[src/rtl/seq_alu.sv]
`default_nettype none
// ============================================================================
//  Module   : seq_alu
//  Purpose  : Handshaked sequential execute unit. Ten single-cycle integer ops
//             plus an iterative shift-add multiplier (MUL / MULHU) and an
//             optional restoring divider (DIV / DIVU / REM / REMU).
//  Revision : 1.0  initial release
// ----------------------------------------------------------------------------
//  Parameters
//    XLEN       operand / result width (power of two, >= 8)
//  Configuration macro
//    SEQ_ALU_DIV_EN  defined   : opcodes C..F run on the iterative divider
//                    undefined : no divider hardware; C..F complete in one
//                                cycle with result 0 / zero_flag 1
//  Ports
//    clk        in   1     clock, rising edge
//    rst        in   1     synchronous active-high reset
//    in_valid   in   1     operands / opcode offered
//    in_ready   out  1     unit can accept (IDLE only)
//    ALU_op     in   4     opcode, captured on accept
//    in0        in   XLEN  operand A (dividend / multiplicand)
//    in1        in   XLEN  operand B (divisor / multiplier / shift amount)
//    flush      in   1     abort any in-flight operation
//    out_valid  out  1     result / zero_flag valid, held until out_ready
//    out_ready  in   1     consumer takes the result
//    result     out  XLEN  registered result
//    zero_flag  out  1     registered (result == 0)
// ============================================================================
module seq_alu #(
    parameter int XLEN = 32
) (
    input  logic            clk,
    input  logic            rst,
    input  logic            in_valid,
    output logic            in_ready,
    input  logic [3:0]      ALU_op,
    input  logic [XLEN-1:0] in0,
    input  logic [XLEN-1:0] in1,
    input  logic            flush,
    output logic            out_valid,
    input  logic            out_ready,
    output logic [XLEN-1:0] result,
    output logic            zero_flag
);

    localparam int CW = $clog2(XLEN);

    localparam logic [3:0] c_OP_ADD   = 4'h0;
    localparam logic [3:0] c_OP_SUB   = 4'h1;
    localparam logic [3:0] c_OP_AND   = 4'h2;
    localparam logic [3:0] c_OP_OR    = 4'h3;
    localparam logic [3:0] c_OP_XOR   = 4'h4;
    localparam logic [3:0] c_OP_SLTU  = 4'h5;
    localparam logic [3:0] c_OP_SLT   = 4'h6;
    localparam logic [3:0] c_OP_SLL   = 4'h7;
    localparam logic [3:0] c_OP_SRL   = 4'h8;
    localparam logic [3:0] c_OP_SRA   = 4'h9;
    localparam logic [3:0] c_OP_MUL   = 4'hA;
    localparam logic [3:0] c_OP_MULHU = 4'hB;
`ifdef SEQ_ALU_DIV_EN
    localparam logic [3:0] c_OP_DIV   = 4'hC;
    localparam logic [3:0] c_OP_DIVU  = 4'hD;
    localparam logic [3:0] c_OP_REM   = 4'hE;
    localparam logic [3:0] c_OP_REMU  = 4'hF;
`endif

    localparam logic [CW-1:0] c_CNT_LOAD = CW'(XLEN - 1);

    typedef enum logic [1:0] {
        S_IDLE = 2'd0,
        S_BUSY = 2'd1,
        S_DONE = 2'd2
    } state_t;

    state_t              r_state;
    state_t              w_state_nxt;
    logic [3:0]          r_op;
    logic [XLEN-1:0]     r_a;
    logic [CW-1:0]       r_cnt;
    logic [2*XLEN-1:0]   r_acc;
    logic [XLEN-1:0]     r_result;
    logic                r_zero;

    logic                w_iter_op;
    logic [CW-1:0]       w_shamt;
    logic [XLEN-1:0]     w_basic;
    logic [2*XLEN-1:0]   w_acc_load;
    logic [XLEN:0]       w_mul_sum;
    logic [2*XLEN-1:0]   w_mul_nxt;
    logic [2*XLEN-1:0]   w_step;
    logic [XLEN-1:0]     w_final;

    // ------------------------------------------------------------------
    // Handshake outputs
    // ------------------------------------------------------------------
    assign in_ready  = (r_state == S_IDLE);
    assign out_valid = (r_state == S_DONE);
    assign result    = r_result;
    assign zero_flag = r_zero;

`ifdef SEQ_ALU_DIV_EN
    assign w_iter_op = (ALU_op >= c_OP_MUL);
`else
    assign w_iter_op = (ALU_op == c_OP_MUL) || (ALU_op == c_OP_MULHU);
`endif

    // ------------------------------------------------------------------
    // FSM
    // ------------------------------------------------------------------
    always_ff @(posedge clk) begin
        if (rst) begin
            r_state <= S_IDLE;
        end else begin
            r_state <= w_state_nxt;
        end
    end

    always_comb begin
        w_state_nxt = r_state;
        if (flush) begin
            w_state_nxt = S_IDLE;
        end else begin
            case (r_state)
                S_IDLE:  if (in_valid) w_state_nxt = w_iter_op ? S_BUSY : S_DONE;
                S_BUSY:  if (r_cnt == '0) w_state_nxt = S_DONE;
                S_DONE:  if (out_ready) w_state_nxt = S_IDLE;
                default: w_state_nxt = S_IDLE;
            endcase
        end
    end

    // ------------------------------------------------------------------
    // Single-cycle operations, evaluated straight from the inputs at accept
    // ------------------------------------------------------------------
    assign w_shamt = in1[CW-1:0];

    always_comb begin
        w_basic = '0;
        case (ALU_op)
            c_OP_ADD:  w_basic = in0 + in1;
            c_OP_SUB:  w_basic = in0 - in1;
            c_OP_AND:  w_basic = in0 & in1;
            c_OP_OR:   w_basic = in0 | in1;
            c_OP_XOR:  w_basic = in0 ^ in1;
            c_OP_SLTU: w_basic = {{(XLEN-1){1'b0}}, (in0 < in1)};
            c_OP_SLT:  w_basic = {{(XLEN-1){1'b0}}, ($signed(in0) < $signed(in1))};
            c_OP_SLL:  w_basic = in0 << w_shamt;
            c_OP_SRL:  w_basic = in0 >> w_shamt;
            c_OP_SRA:  w_basic = $unsigned($signed(in0) >>> w_shamt);
            // Iterative ops and (without the divider) C..F yield 0 here.
            default:   w_basic = '0;
        endcase
    end

    // ------------------------------------------------------------------
    // Shift-add multiplier: accumulator = {partial product, multiplier}.
    // The LSB selects whether the multiplicand is added to the upper half;
    // the carry is kept by shifting the (XLEN+1)-bit sum back in.
    // ------------------------------------------------------------------
    assign w_mul_sum = {1'b0, r_acc[2*XLEN-1:XLEN]}
                     + ({(XLEN+1){r_acc[0]}} & {1'b0, r_a});
    assign w_mul_nxt = {w_mul_sum, r_acc[XLEN-1:1]};

`ifdef SEQ_ALU_DIV_EN
    // ------------------------------------------------------------------
    // Restoring divider on magnitudes: accumulator = {remainder, dividend};
    // quotient bits shift into the low end. Signs are restored on the
    // final step.
    // ------------------------------------------------------------------
    logic [XLEN-1:0]   r_b;
    logic              w_ld_signed;
    logic [XLEN-1:0]   w_in0_mag;
    logic              w_signed_div;
    logic              w_a_neg;
    logic              w_b_neg;
    logic              w_b_zero;
    logic [XLEN-1:0]   w_dvsr;
    logic [XLEN:0]     w_div_trial;
    logic [2*XLEN-1:0] w_div_nxt;
    logic [XLEN-1:0]   w_quo;
    logic [XLEN-1:0]   w_rem;

    assign w_ld_signed  = (ALU_op == c_OP_DIV) || (ALU_op == c_OP_REM);
    assign w_in0_mag    = (w_ld_signed && in0[XLEN-1]) ? (-in0) : in0;

    assign w_signed_div = (r_op == c_OP_DIV) || (r_op == c_OP_REM);
    assign w_a_neg      = w_signed_div & r_a[XLEN-1];
    assign w_b_neg      = w_signed_div & r_b[XLEN-1];
    assign w_b_zero     = (r_b == '0);
    assign w_dvsr       = w_b_neg ? (-r_b) : r_b;

    // The running remainder is always below the divisor, so one extra bit
    // is enough to tell a borrow from a valid difference. A zero divisor
    // breaks that bound, but its result is overridden below.
    assign w_div_trial  = r_acc[2*XLEN-1:XLEN-1] - {1'b0, w_dvsr};
    assign w_div_nxt    = w_div_trial[XLEN]
                        ? {r_acc[2*XLEN-2:0], 1'b0}
                        : {w_div_trial[XLEN-1:0], r_acc[XLEN-2:0], 1'b1};

    assign w_quo = w_div_nxt[XLEN-1:0];
    assign w_rem = w_div_nxt[2*XLEN-1:XLEN];

    always_ff @(posedge clk) begin
        if (rst) begin
            r_b <= '0;
        end else if (!flush && (r_state == S_IDLE) && in_valid) begin
            r_b <= in1;
        end
    end
`endif

    always_comb begin
        w_acc_load = {{XLEN{1'b0}}, in1};
`ifdef SEQ_ALU_DIV_EN
        if (ALU_op >= c_OP_DIV) w_acc_load = {{XLEN{1'b0}}, w_in0_mag};
`endif
    end

    always_comb begin
        w_step = w_mul_nxt;
`ifdef SEQ_ALU_DIV_EN
        if (r_op >= c_OP_DIV) w_step = w_div_nxt;
`endif
    end

    // Result selection / sign fix-up on the last iteration.
    // Signed overflow (-2^(XLEN-1) / -1) needs no special case: the
    // magnitude quotient is 2^(XLEN-1), which already reads back as in0.
    always_comb begin
        w_final = w_step[XLEN-1:0];
        case (r_op)
            c_OP_MULHU: w_final = w_step[2*XLEN-1:XLEN];
`ifdef SEQ_ALU_DIV_EN
            c_OP_DIV:   w_final = w_b_zero ? '1 : ((w_a_neg ^ w_b_neg) ? (-w_quo) : w_quo);
            c_OP_DIVU:  w_final = w_b_zero ? '1 : w_quo;
            c_OP_REM:   w_final = w_b_zero ? r_a : (w_a_neg ? (-w_rem) : w_rem);
            c_OP_REMU:  w_final = w_b_zero ? r_a : w_rem;
`endif
            default:    w_final = w_step[XLEN-1:0];
        endcase
    end

    // ------------------------------------------------------------------
    // Datapath registers. A flush leaves the result untouched; the FSM
    // alone discards it by never raising out_valid.
    // ------------------------------------------------------------------
    always_ff @(posedge clk) begin
        if (rst) begin
            r_op     <= '0;
            r_a      <= '0;
            r_cnt    <= '0;
            r_acc    <= '0;
            r_result <= '0;
            r_zero   <= 1'b1;
        end else if (!flush) begin
            case (r_state)
                S_IDLE: begin
                    if (in_valid) begin
                        r_op <= ALU_op;
                        r_a  <= in0;
                        if (w_iter_op) begin
                            r_cnt <= c_CNT_LOAD;
                            r_acc <= w_acc_load;
                        end else begin
                            r_result <= w_basic;
                            r_zero   <= (w_basic == '0);
                        end
                    end
                end
                S_BUSY: begin
                    r_acc <= w_step;
                    if (r_cnt == '0) begin
                        r_result <= w_final;
                        r_zero   <= (w_final == '0);
                    end else begin
                        r_cnt <= r_cnt - 1'b1;
                    end
                end
                default: begin
                end
            endcase
        end
    end

endmodule
`default_nettype wire
[config.mk]
export PLATFORM = sky130hd
export DESIGN_NAME = seq_alu
export DESIGN_NICKNAME = d
export VERILOG_FILES = /design/src/rtl/seq_alu.sv
export SDC_FILE = /design/constraint.sdc
export NUM_CORES = 1
export LEC_CHECK = 0
export ABC_AREA = 1
export CELL_PAD_IN_SITES_DETAIL_PLACEMENT = 0
export CELL_PAD_IN_SITES_GLOBAL_PLACEMENT = 1
export CORE_MARGIN = 1.5
export CORE_UTILIZATION = 46
export CTS_CLUSTER_SIZE = 24
export DETAILED_ROUTE_END_ITERATION = 10
export PLACE_DENSITY = 0.95
export SYNTH_ARGS = -nofsm -noshare
export SYNTH_HDL_FRONTEND = slang
export SYNTH_SLANG_ARGS = --single-unit
[constraint.sdc]
create_clock -name clk -period 6.7 [get_ports clk]
set_input_delay 1.005 -clock clk [delete_from_list [all_inputs] [get_ports clk]]
set_output_delay 1.005 -clock clk [all_outputs]
set_load 0.02 [all_outputs]
==> impl_results.md <==
* Reg2reg setup slack at 2.68 ns
* Critical path startpoint category: primary input
* Hold endpoint: result[10]
* Max VDD drop at about 0.14 mV
* H-Tree Depth at 4
* Clk buf depth at 2
* Hold_ws at 0.466 ns
* Mapped Cells at 3,489
* Fin crit share at 0.659
* Critical Path RT at 7.08 ns
* Total grt overflow at 0
* Top cells by count, synth: nand2_1, nand3_1, inv_1
* Final WL at a little under 90,000 um
* Syn_nets at roughly 3.7k
* Synth area leader: nand2_1
* DR pass1 iterations at 8
* CTS tree: done
* Final setup viols at 0
* Most used DFF post-synth: dfxtp_1
* Leakage at 10.8 nW
* DRC at 0
* Most frequent CP cell: nand2_1
* Ys async rst share at 0
* Crit path kind: in -> reg
* Worst path slowest cell: clkdlybuf4s50_1
* # IOs at around 110
* Vias in the first global route at 21.3k
* WL/cell at 21.8 um
* Max-Cap Viols at 0
* TritonCTS buffer count at 17
* Layout cells sized above 1 at 0.0443
* CP cell instances: clkdlybuf4s50_1, buf_4, clkinv_1, buf_4, ha_1, nor2_1, nand2_1, nor2_1, nand2_1, nand3_1, nand2_1, nand3_1, nand2_1, nand3_1, nand2_1, nor2_2, nand2_1, nor2_1, nand2_1, nor2_1, nand3_1, nand2_1, nand2_1, nand2_1
* WP data arrival at around 4.8 ns
* Final Hold Fails at 0
* Via count at 23.5k
* Synth cell types at around 50
* Synth top area share at 0.231
* RSZ-0062 raised after global routing: false
* Synthesized flop and latch total at 140
* CTS Root Cell: clkbuf_16
* Initial DRC Count at 2,994
* Total number of yosys warnings at 0
* Gr usage total at 0.413
* Cell area after synthesis at 18,800 um2
* Fmax achieved at approximately 230 MHz
* Rows at 73
* Initial Utilization at 0.470
* Fin crit period at 4.41 ns
* Setup WS post-layout at 2.29 ns
* ANT cells at 0
* Pwr dens at 147 nW/um2
* Total Nets Final at 3,698
* Die height at just over 200 um
* Routed vias/inst at 5.83
* Antenna violations before repair at 2
* Count leader, synth: nand2_1
* Die area at 42,200 um2
* Area growth syn-to-layout at 9.26%
* R2R cell count at 15
* Reg clk slew, reported paths at 0.07 ns
* Fin. max-slew vios at 0
* DP HPWL at 71,000 um
* Measured slew at the worst slew-check pin at 1.02 ns
* Global-route wire length before repair at around 130,000 um
* Slew margin rel. at 0.322
* Setup Skew at 0.0101 ns
* Synth top area cells: nand2_1, dfxtp_1, nand3_1
* Final ANT Viol Nets at 0
* Syn_area_per_cell at 5.40 um2
* # Post-CTS Setup Buffers at 0
* Crit path capture type: register
* Die W at 205 um
* Status: finished, final reports clean
* CP Max Fanout at 36
* # clock sinks at 140
* Sequential area share after synthesis at 0.149
* Pre-CTS setup slack at approximately 2.0 ns
* Worst Min Path Start: result[10]
* Hold Path Class: reg -> reg
* Reg-to-reg critical path startpoint: r_acc[0]
* Worst-Skew Late Latency at approximately 0.44 ns
* Number of enable flip-flop cells after synthesis at 0
* Crit path largest cell delay at 0.45 ns
* Hold buffer count at cts at 0
* TNS Setup at 0 ns
* Post-CTS sizing at 0
* Worst r2r dst: result[16]
* Gpl congestion at 1.10
* Core Util, Final at 0.513
* IO Port Bufs at around 110
* Core area at about 40,000 um2
* Worst Hold Depth at 2
* Largest net degree at the start of global routing at 73
cell usage in the layout (no fill, tap or decap), drive strengths merged, types with 3 or more instances in the layout:
cell / count
nand3b: 8
a31oi: 37
or2: 3
buf: 37
o21ai: 152
clkbuf: 18
clkinvlp: 4
clkdlybuf4s50: 103
nand2: 1194
nor2: 258
o221ai: 4
inv: 456
a21oi: 242
dfxtp: 140
o21bai: 8
nand4: 31
and3: 7
fa: 3
o22ai: 24
nor3b: 3
xor2: 9
nand3: 534
and2: 10
ha: 134
o211ai: 29
a21o: 4
nor4: 5
clkinv: 5
nor3: 28
metal layers:
| layer | part of all wire | routed length, um | up-vias | track usage |
|---|---|---|---|---|
| li1 | - | - | 11300 | - |
| met1 | 0.43 | 37500 | 10600 | 0.579 |
| met2 | 0.41 | 36200 | 1335 | 0.615 |
| met3 | 0.11 | 9340 | 203 | 0.0616 |
| met4 | 0.053 | 4680 | 0 | 0.199 |
| met5 | 0 | 0 | - | 0 |
cells by family (layout without fill, tap and decap cells):
logic type      after synthesis  in the layout  synth area share
simple gates               2083           2083             0.474
compound gates              507            507             0.147
buf+inv                     611            623             0.133
mux                           2              2           0.00106
xor+xnor                      9              9           0.00418
flops                       140            140             0.149
fa+ha+maj                   137            137            0.0922
flip-flops by register name (all words and copies together) (netlist names):
name,cells
zero_flag,1
r_state,2
r_a,32
result,32
r_cnt,5
r_acc,64
r_op,4
worst max-delay path, delay by kind of cell:
kind	cells	cell delay, ns
simple gates	19	2.22
fa+ha+maj	1	0.42
buf+inv	4	1.13
where the power goes:
part           switching (mW)  internal [mW]  leakage [nW]
clock                   0.425          0.498         0.268
sequential             0.0271          0.872          1.14
combinational           0.857          0.342          9.38
total                    1.31           1.71          10.8
cell type report:
cell class / instances / area (um2)
Clock inverter: 14 / 128
Sequential cell: 140 / 2800
Timing Repair Buffer: 140 / 1300
Fill cell: 4497 / 19500
Inverter: 451 / 1700
Clock buffer: 18 / 439
Multi-Input combinational cell: 2738 / 13600
Tap cell: 525 / 657
worst max path at each step:
stage	slack (ns)	end	depth (start not counted)	from
4_1_cts	2.46	zero_flag	25	in1[4]
3_5_place_dp	2.01	zero_flag	25	in1[4]
2_1_floorplan	3.29	zero_flag	27	in1[3]
5_1_grt	2.04	zero_flag	23	in1[0]
3_3_place_gp	1.96	zero_flag	21	in0[7]
6_report	2.29	zero_flag	24	in1[4]
metrics by stage:
| step | cell area, um2 | total power, mW | instances |
|---|---|---|---|
| floorplan | 18800 | 1.65 | 3489 |
| detailed placement | 20000 | 2.07 | 3994 |
| global route | 20600 | 3.16 | 4026 |
| finish | 20600 | 3.02 | 4026 |
| CTS | 20600 | 2.99 | 4026 |
| global placement | 20000 | 2.08 | 3994 |
No activity file was read; power rests on OpenSTA's default activity.
